[src/rtl/countdown_timer_pkg.sv]
// Shared types for the countdown timer.
// FSM state encoding and reset constants.
package timer_pkg;

  typedef enum logic [0:0] {
    IDLE,
    RUN
  } timer_state_t;

  localparam int RESET_COUNT = 0;

endpackage

[src/rtl/countdown_timer_if.sv]
// Control/status bundle of the countdown timer.
// master drives control, slave is the timer.
interface countdown_timer_if #(
  parameter int WIDTH = 4
);

  logic             load;
  logic [WIDTH-1:0] load_data;
  logic             start;
  logic             pause;
  logic [WIDTH-1:0] count;
  logic             busy;
  logic             done;

  modport master (
    output load,
    output load_data,
    output start,
    output pause,
    input  count,
    input  busy,
    input  done
  );

  modport slave (
    input  load,
    input  load_data,
    input  start,
    input  pause,
    output count,
    output busy,
    output done
  );

endinterface

[src/rtl/countdown_timer.sv]
// Loadable down-counter with start/pause control,
// one-cycle done pulse and optional auto-reload.
module countdown_timer
  import timer_pkg::*;
#(
  parameter int WIDTH       = 4,
  parameter int AUTO_RELOAD = 0
) (
  input logic               clk,
  input logic               reset_n,
  countdown_timer_if.slave  bus
);

  localparam logic [WIDTH-1:0] ZERO =
    WIDTH'(RESET_COUNT);
  localparam logic [WIDTH-1:0] ONE  =
    WIDTH'(1);

  timer_state_t     state_q;
  timer_state_t     state_d;
  logic [WIDTH-1:0] count_q;
  logic [WIDTH-1:0] count_d;
  logic [WIDTH-1:0] reload_q;
  logic [WIDTH-1:0] reload_d;
  logic             done_q;
  logic             done_d;

  // Next state: load > start > pause > decrement.
  always_comb begin
    state_d  = state_q;
    count_d  = count_q;
    reload_d = reload_q;
    done_d   = 1'b0;
    if (bus.load) begin
      count_d  = bus.load_data;
      reload_d = bus.load_data;
      state_d  = IDLE;
    end else if (state_q == IDLE) begin
      if (bus.start && count_q != ZERO) begin
        state_d = RUN;
      end
    end else if (bus.pause) begin
      count_d = count_q;
    end else if (count_q == ONE) begin
      done_d = 1'b1;
      if (AUTO_RELOAD != 0) begin
        count_d = reload_q;
      end else begin
        count_d = ZERO;
        state_d = IDLE;
      end
    end else if (count_q != ZERO) begin
      count_d = count_q - ONE;
    end
  end

  // State, count, reload and done registers.
  always_ff @(posedge clk or negedge reset_n) begin
    if (!reset_n) begin
      state_q  <= IDLE;
      count_q  <= ZERO;
      reload_q <= ZERO;
      done_q   <= 1'b0;
    end else begin
      state_q  <= state_d;
      count_q  <= count_d;
      reload_q <= reload_d;
      done_q   <= done_d;
    end
  end

  assign bus.count = count_q;
  assign bus.busy  = (state_q == RUN);
  assign bus.done  = done_q;

endmodule

[src/flat_wrapper.sv]
// flat-port wrapper written by rule: the top's interface ports become plain ports
module countdown_timer_flat import timer_pkg::*;
#(
  parameter int WIDTH       = 4,
  parameter int AUTO_RELOAD = 0
)
  (clk, reset_n, bus_load, bus_load_data, bus_start, bus_pause, bus_count, bus_busy, bus_done);
  countdown_timer_if #(.WIDTH(WIDTH)) bus_i ();
  input logic clk;
  input logic reset_n;
  input wire logic [$bits(bus_i.load)-1:0] bus_load;
  input wire logic [$bits(bus_i.load_data)-1:0] bus_load_data;
  input wire logic [$bits(bus_i.start)-1:0] bus_start;
  input wire logic [$bits(bus_i.pause)-1:0] bus_pause;
  output wire logic [$bits(bus_i.count)-1:0] bus_count;
  output wire logic [$bits(bus_i.busy)-1:0] bus_busy;
  output wire logic [$bits(bus_i.done)-1:0] bus_done;
  assign bus_i.load = bus_load;
  assign bus_i.load_data = bus_load_data;
  assign bus_i.start = bus_start;
  assign bus_i.pause = bus_pause;
  assign bus_count = bus_i.count;
  assign bus_busy = bus_i.busy;
  assign bus_done = bus_i.done;
  countdown_timer #(.WIDTH(WIDTH), .AUTO_RELOAD(AUTO_RELOAD)) u_core (.clk(clk), .reset_n(reset_n), .bus(bus_i));
endmodule
[config.mk]
export PLATFORM = sky130hd
export DESIGN_NAME = countdown_timer_flat
export DESIGN_NICKNAME = d
export VERILOG_FILES = /design/src/rtl/countdown_timer_pkg.sv /design/src/rtl/countdown_timer_if.sv /design/src/rtl/countdown_timer.sv /design/src/flat_wrapper.sv
export SDC_FILE = /design/constraint.sdc
export NUM_CORES = 1
export LEC_CHECK = 0
export BUFFER_PORTS_ARGS = -buffer_cell sky130_fd_sc_hd__buf_2
export CAP_MARGIN = 10
export CORE_AREA = 2 2 39 41
export CTS_CLUSTER_DIAMETER = 60
export DETAILED_ROUTE_END_ITERATION = 6
export DIE_AREA = 0 0 41 43
export PLACE_DENSITY = 0.57
export SLEW_MARGIN = 20
export SYNTH_ARGS = -nofsm -noshare
export SYNTH_HDL_FRONTEND = slang
export SYNTH_SLANG_ARGS = --single-unit
[constraint.sdc]
create_clock -name clk -period 1.7 [get_ports clk]
set_clock_uncertainty 0.2 [all_clocks]
set_input_delay 0.255 -clock clk [delete_from_list [all_inputs] [get_ports clk]]
set_output_delay 0.255 -clock clk [all_outputs]
set_load 0.02 [all_outputs]
# After elaboration in Yosys (flattened, before gate mapping)

Cells that the tools add are included.

Bits in registers: 6
Input port bits: 9
Output and inout bits: 6
Logic and storage cells: 25

Add/sub/neg operators: 1
Eq/ne operators: 2
Muxes and demuxes: 14
Reductions and logical operators: 5

Operators by type and width:

| kind                                              | count |
|---|---|
| two-way mux 4 bit                                 | 5 |
| two-way mux 1 bit                                 | 9 |
| == test 4 x 1 -> 1 bit (second input constant)    | 1 |
| nonzero test 4 bit                                | 1 |
| subtractor 4 x 1 -> 4 bit (second input constant) | 1 |
| AND reduction 3 bit                               | 1 |
| nonzero test 3 bit                                | 1 |
| inequality test 2 bit (second input constant)     | 1 |
| nonzero test 2 bit                                | 1 |
| logical AND 1 bit                                 | 1 |

# Depth between registers and ports, before layout

Depth after elaboration: 6
Depth in mapped cells: 5
Mapped depth without buffers: 5

# Worst setup path after synthesis

OpenSTA, ideal clock, no wires.

Path type: register to register
Start: register u_core.count_q[1] (netlist: u_core.bus.count[1])
End: register u_core.count_q[0] (netlist: u_core.bus.count[0])
Setup time: 70 ps
Data arrival time: 1628 ps
Required time: 1430 ps
Path slack: -198 ps
Cell stages (with the launch flop): 6
Buffers on the path: 0
Period minus slack after synthesis: 1898 ps
Path through: dfrtp_1 inv_1 ha_1 or4b_4 a211o_1 nand3_1

Longest elaborated chain between the ends: 5
Elaborated cells between the ends (all ways): 8
Those cells by class: eq/ne (1); mux (4); reduce/logical (3)

Ends and longest elaborated chain:

| item                     | RTL line              | text |
|---|---|---|
| start: declaration       | countdown_timer.sv:21 | `logic [WIDTH-1:0] count_q;` |
| start signal: assignment | countdown_timer.sv:66 | `count_q <= count_d;` |
| == test 4 x 1 -> 1 bit   | countdown_timer.sv:44 | `end else if (count_q == ONE) begin` |
| two-way mux 4 bit        | countdown_timer.sv:44 |  |
| two-way mux 4 bit        | countdown_timer.sv:42 | `end else if (bus.pause) begin` |
| two-way mux 4 bit        | countdown_timer.sv:38 | `end else if (state_q == IDLE) begin` |
| two-way mux 4 bit        | countdown_timer.sv:34 | `if (bus.load) begin` |

Several ways; a longest one is shown, not always the timed one. The select of a mux whose other input is x is not followed.
A chain may end at the register's enable or synchronous reset.

# Worst setup path in the final report

Start: register u_core.count_q[0] (netlist: u_core.bus.count[0])
End: register u_core.count_q[0] (netlist: u_core.bus.count[0])

Longest elaborated chain between the ends: 6
Elaborated cells between the ends (all ways): 10
Those cells by class: add/sub (1); eq/ne (1); mux (5); reduce/logical (3)

Ends and longest elaborated chain:

| item                      | RTL line              | text |
|---|---|---|
| subtractor 4 x 1 -> 4 bit | countdown_timer.sv:53 | `count_d = count_q - ONE;` |
| two-way mux 4 bit         | countdown_timer.sv:52 | `end else if (count_q != ZERO) begin` |
| two-way mux 4 bit         | countdown_timer.sv:44 |  |
| two-way mux 4 bit         | countdown_timer.sv:42 |  |
| two-way mux 4 bit         | countdown_timer.sv:38 |  |
| two-way mux 4 bit         | countdown_timer.sv:34 |  |

Several ways; a longest one is shown, not always the timed one. The select of a mux whose other input is x is not followed.

==> flow_summary.json <==
{
  "core_sq_um": 1380,
  "synth_seq_cells": 6,
  "setup_tns_ps": 0,
  "drt_wl_total_um": 928,
  "drv_slew": 0,
  "drt_drc_violations_left": 0,
  "final_cells": 81,
  "synth_nets": 54,
  "p_leak_uw": 0.000272,
  "synth_top_family_by_area": "simple AND/OR/NAND/NOR gates",
  "synth-async-reset-ratio": 1.00,
  "dpl.cell_count": 76,
  "initial_core_util": 0.277,
  "fin_util": 0.417,
  "syn2layout_area_growth_pct": 50.7,
  "hold_viol_final": 0,
  "dieHeight_um": 43,
  "htreeDepth": 1,
  "syn_avg_cell_area_sq_um": 9.12,
  "rsz0062_at_grt": "true",
  "insertion_delay_ps": 240,
  "root_buffer": "clkbuf_4",
  "clock_path_buffers": 2,
  "synth-edff-count": 0,
  "die_x_um": 41,
  "drtIter0Drc": 3,
  "ant_nets": 0,
  "setup_ws_ps": 0.763,
  "yosys_warnings": 0,
  "dieArea_sq_um": 1760,
  "fin_crit_ps": 1700,
  "synth_ff_type": "dfrtp_1",
  "grt_antenna_before_repair": 0,
  "whs_ps": 19.0,
  "grt_max_degree": 14,
  "cp.required_ps": 1680,
  "p_int_uw": 315,
  "setup_viol": 0,
  "grt_use_total": 0.140,
  "avgViaCountPerCell": 4.90,
  "syn_inst": 42,
  "finalCritPeriodShare": 1.00,
  "p_seq_frac": 0.370,
  "nNetsFinal": 78,
  "dr.pass1.iters": 4,
  "status": "finished, final reports clean",
  "std_cell_rows": 14,
  "drive_gt1_frac": 0.492,
  "cpPeakStageDelay_ps": 470,
  "ir_drop_mv": 0.406,
  "synth_compound_area_frac": 0.176,
  "path_delay_family": "simple AND/OR/NAND/NOR gates",
  "synth_top_area_frac": 0.392,
  "slowest_stage": "or4b_4",
  "gp_congestion": 0.750,
  "synth-simple-area-share": 0.284,
  "synthTopCellsByCount": "dfrtp_1 (6), nor2_1 (5)",
  "hp-class": "input pin to flip-flop",
  "worstPathMaxFanout": 3,
  "synth_top_area_cell": "dfrtp_1",
  "worstPathArrival_ps": 1670,
  "relSlewSlack": 0.728,
  "vias": 397,
  "synth_area_leaders": "dfrtp_1 (39%), ha_1 (9.8%), nor2_1 (4.9%)",
  "synth_xor_xnor_area_share": 0,
  "crit_chain": "inv_2 -> ha_4 -> or4b_4 -> a211o_1 -> nand3_1",
  "combPwrFrac": 0.316,
  "switching_share": 0.317,
  "diodes": 0,
  "cts.sinks": 6,
  "yosysMostFrequentCell": "dfrtp_1",
  "portBuffers": 14,
  "synth_cell_types": 20,
  "synth.cell_area_sq_um": 383,
  "avgRoutedWirePerCell_um": 11.5,
  "worst_pin_slew_ps": 402,
  "synthAdderAreaFrac": 0.0980,
  "cts-buffers-inserted": 3,
  "ys_seq_area_frac": 0.392,
  "fmax_mhz": 588,
  "grt_pass1_wl_um": 1620,
  "p_sw_uw": 146,
  "worst_setup_path_start_kind": "flip-flop",
  "critPathKind": "flip-flop to flip-flop",
  "io_pins": 15,
  "path_buf_inv": 1,
  "dp_slack_ps": 5.82,
  "clockPowerShare": 0.314,
  "cts_tree": "built",
  "p_per_area_nw_per_um2": 799,
  "grt_pass1_vias": 395,
  "grt_overflow_total": 0,
  "maxCapViolations": 0,
  "clk_pin_slew_ps": 50,
  "synthMuxAreaShare": 0,
  "crit_path_end_kind": "flip-flop"
}
area by class of cell:
cell class,instances,area [sq um]
Clock buffer,4,26.3
Timing Repair Buffer,21,125
Fill cell,156,807
Sequential cell,6,153
Inverter,3,13.8
Tap cell,16,20.0
Multi-Input combinational cell,31,239
stage by stage:
stage                     power [uW]  instance area, sq um
after global placement           317                   541
final                            461                   577
after floorplan                  256                   413
after global routing             512                   577
after detailed placement         317                   541
after CTS                        471                   577
repair_timing:
action                                  CTS  global route
buffers inserted                          0             0
resized for setup                         0             0
hold endpoints to repair                  6             0
hold buffers                              1             0
endpoints found under the setup margin    1             2
registers in the layout, indices dropped and copies added, names as in the netlist:
| name | count |
|---|---|
| u_core.bus.count | 4 |
| u_core.bus.done | 1 |
| u_core.bus.busy | 1 |
final timing paths:
| path | depth (start not counted) | end | startpoint | slack [ps] |
|---|---|---|---|---|
| worst max-delay path | 5 | u_core.bus.count[0] | u_core.bus.count[0] | 0.8 |
| min in group asynchronous | 2 | u_core.bus.done | reset_n | 170 |
| max in group asynchronous | 2 | u_core.bus.count[0] | reset_n | 970 |
| worst min register to register | 2 | u_core.bus.busy | u_core.bus.busy | 390 |
| worst min-delay path | 3 | u_core.bus.count[2] | bus_load_data[2] | 20 |
| worst max register to register | 5 | u_core.bus.count[0] | u_core.bus.count[0] | 0.8 |
cell usage in the layout, fill, tap and decap left out:
cell,instances
inv_1,1
nand2_1,3
inv_4,1
a211o_1,2
a311oi_1,1
nor3b_1,1
clkbuf_4,3
dlygate4sd3_1,1
or4b_4,1
ha_1,1
nor2_1,5
o21ai_1,1
clkbuf_1,1
and4b_2,1
a21oi_1,2
nor3_1,2
nand3_1,3
a31o_1,1
nor2b_1,2
o2111ai_1,1
inv_2,1
dfrtp_2,2
or3b_2,1
ha_4,2
buf_4,6
o311ai_0,1
dfrtp_1,4
buf_2,14
cells by family after synthesis:
logic type,Yosys count
adder cells (fa/ha/maj),3
AND/OR/NAND/NOR,19
flip-flops,6
buffers and inverters,5
AO/OA/AOI/OAI,9
power groups by stage:
stage / Combinational (uW) / Sequential [uW] / Clock (uW)
finish: 146 / 170 / 145
global route: 166 / 171 / 175
CTS: 147 / 170 / 154
detailed placement: 144 / 172 / 0
global placement: 145 / 173 / 0
floorplan: 62.7 / 193 / 0
per-layer routing:
| metal | vias up | routed length, um | track usage |
|---|---|---|---|
| li1 | 199 | - | - |
| met1 | 185 | 395 | 0.148 |
| met2 | 11 | 468 | 0.219 |
| met3 | 2 | 51 | 0.0785 |
| met4 | 0 | 13 | 0.0600 |
| met5 | - | 0 | 0 |
worst register-to-register path: stages, from the launching register on:
cell and delay [ps]:
dfrtp_2 430, inv_2 80, ha_4 130, or4b_4 470, a211o_1 260, nand3_1 60
(Power assumes the default switching activity.)
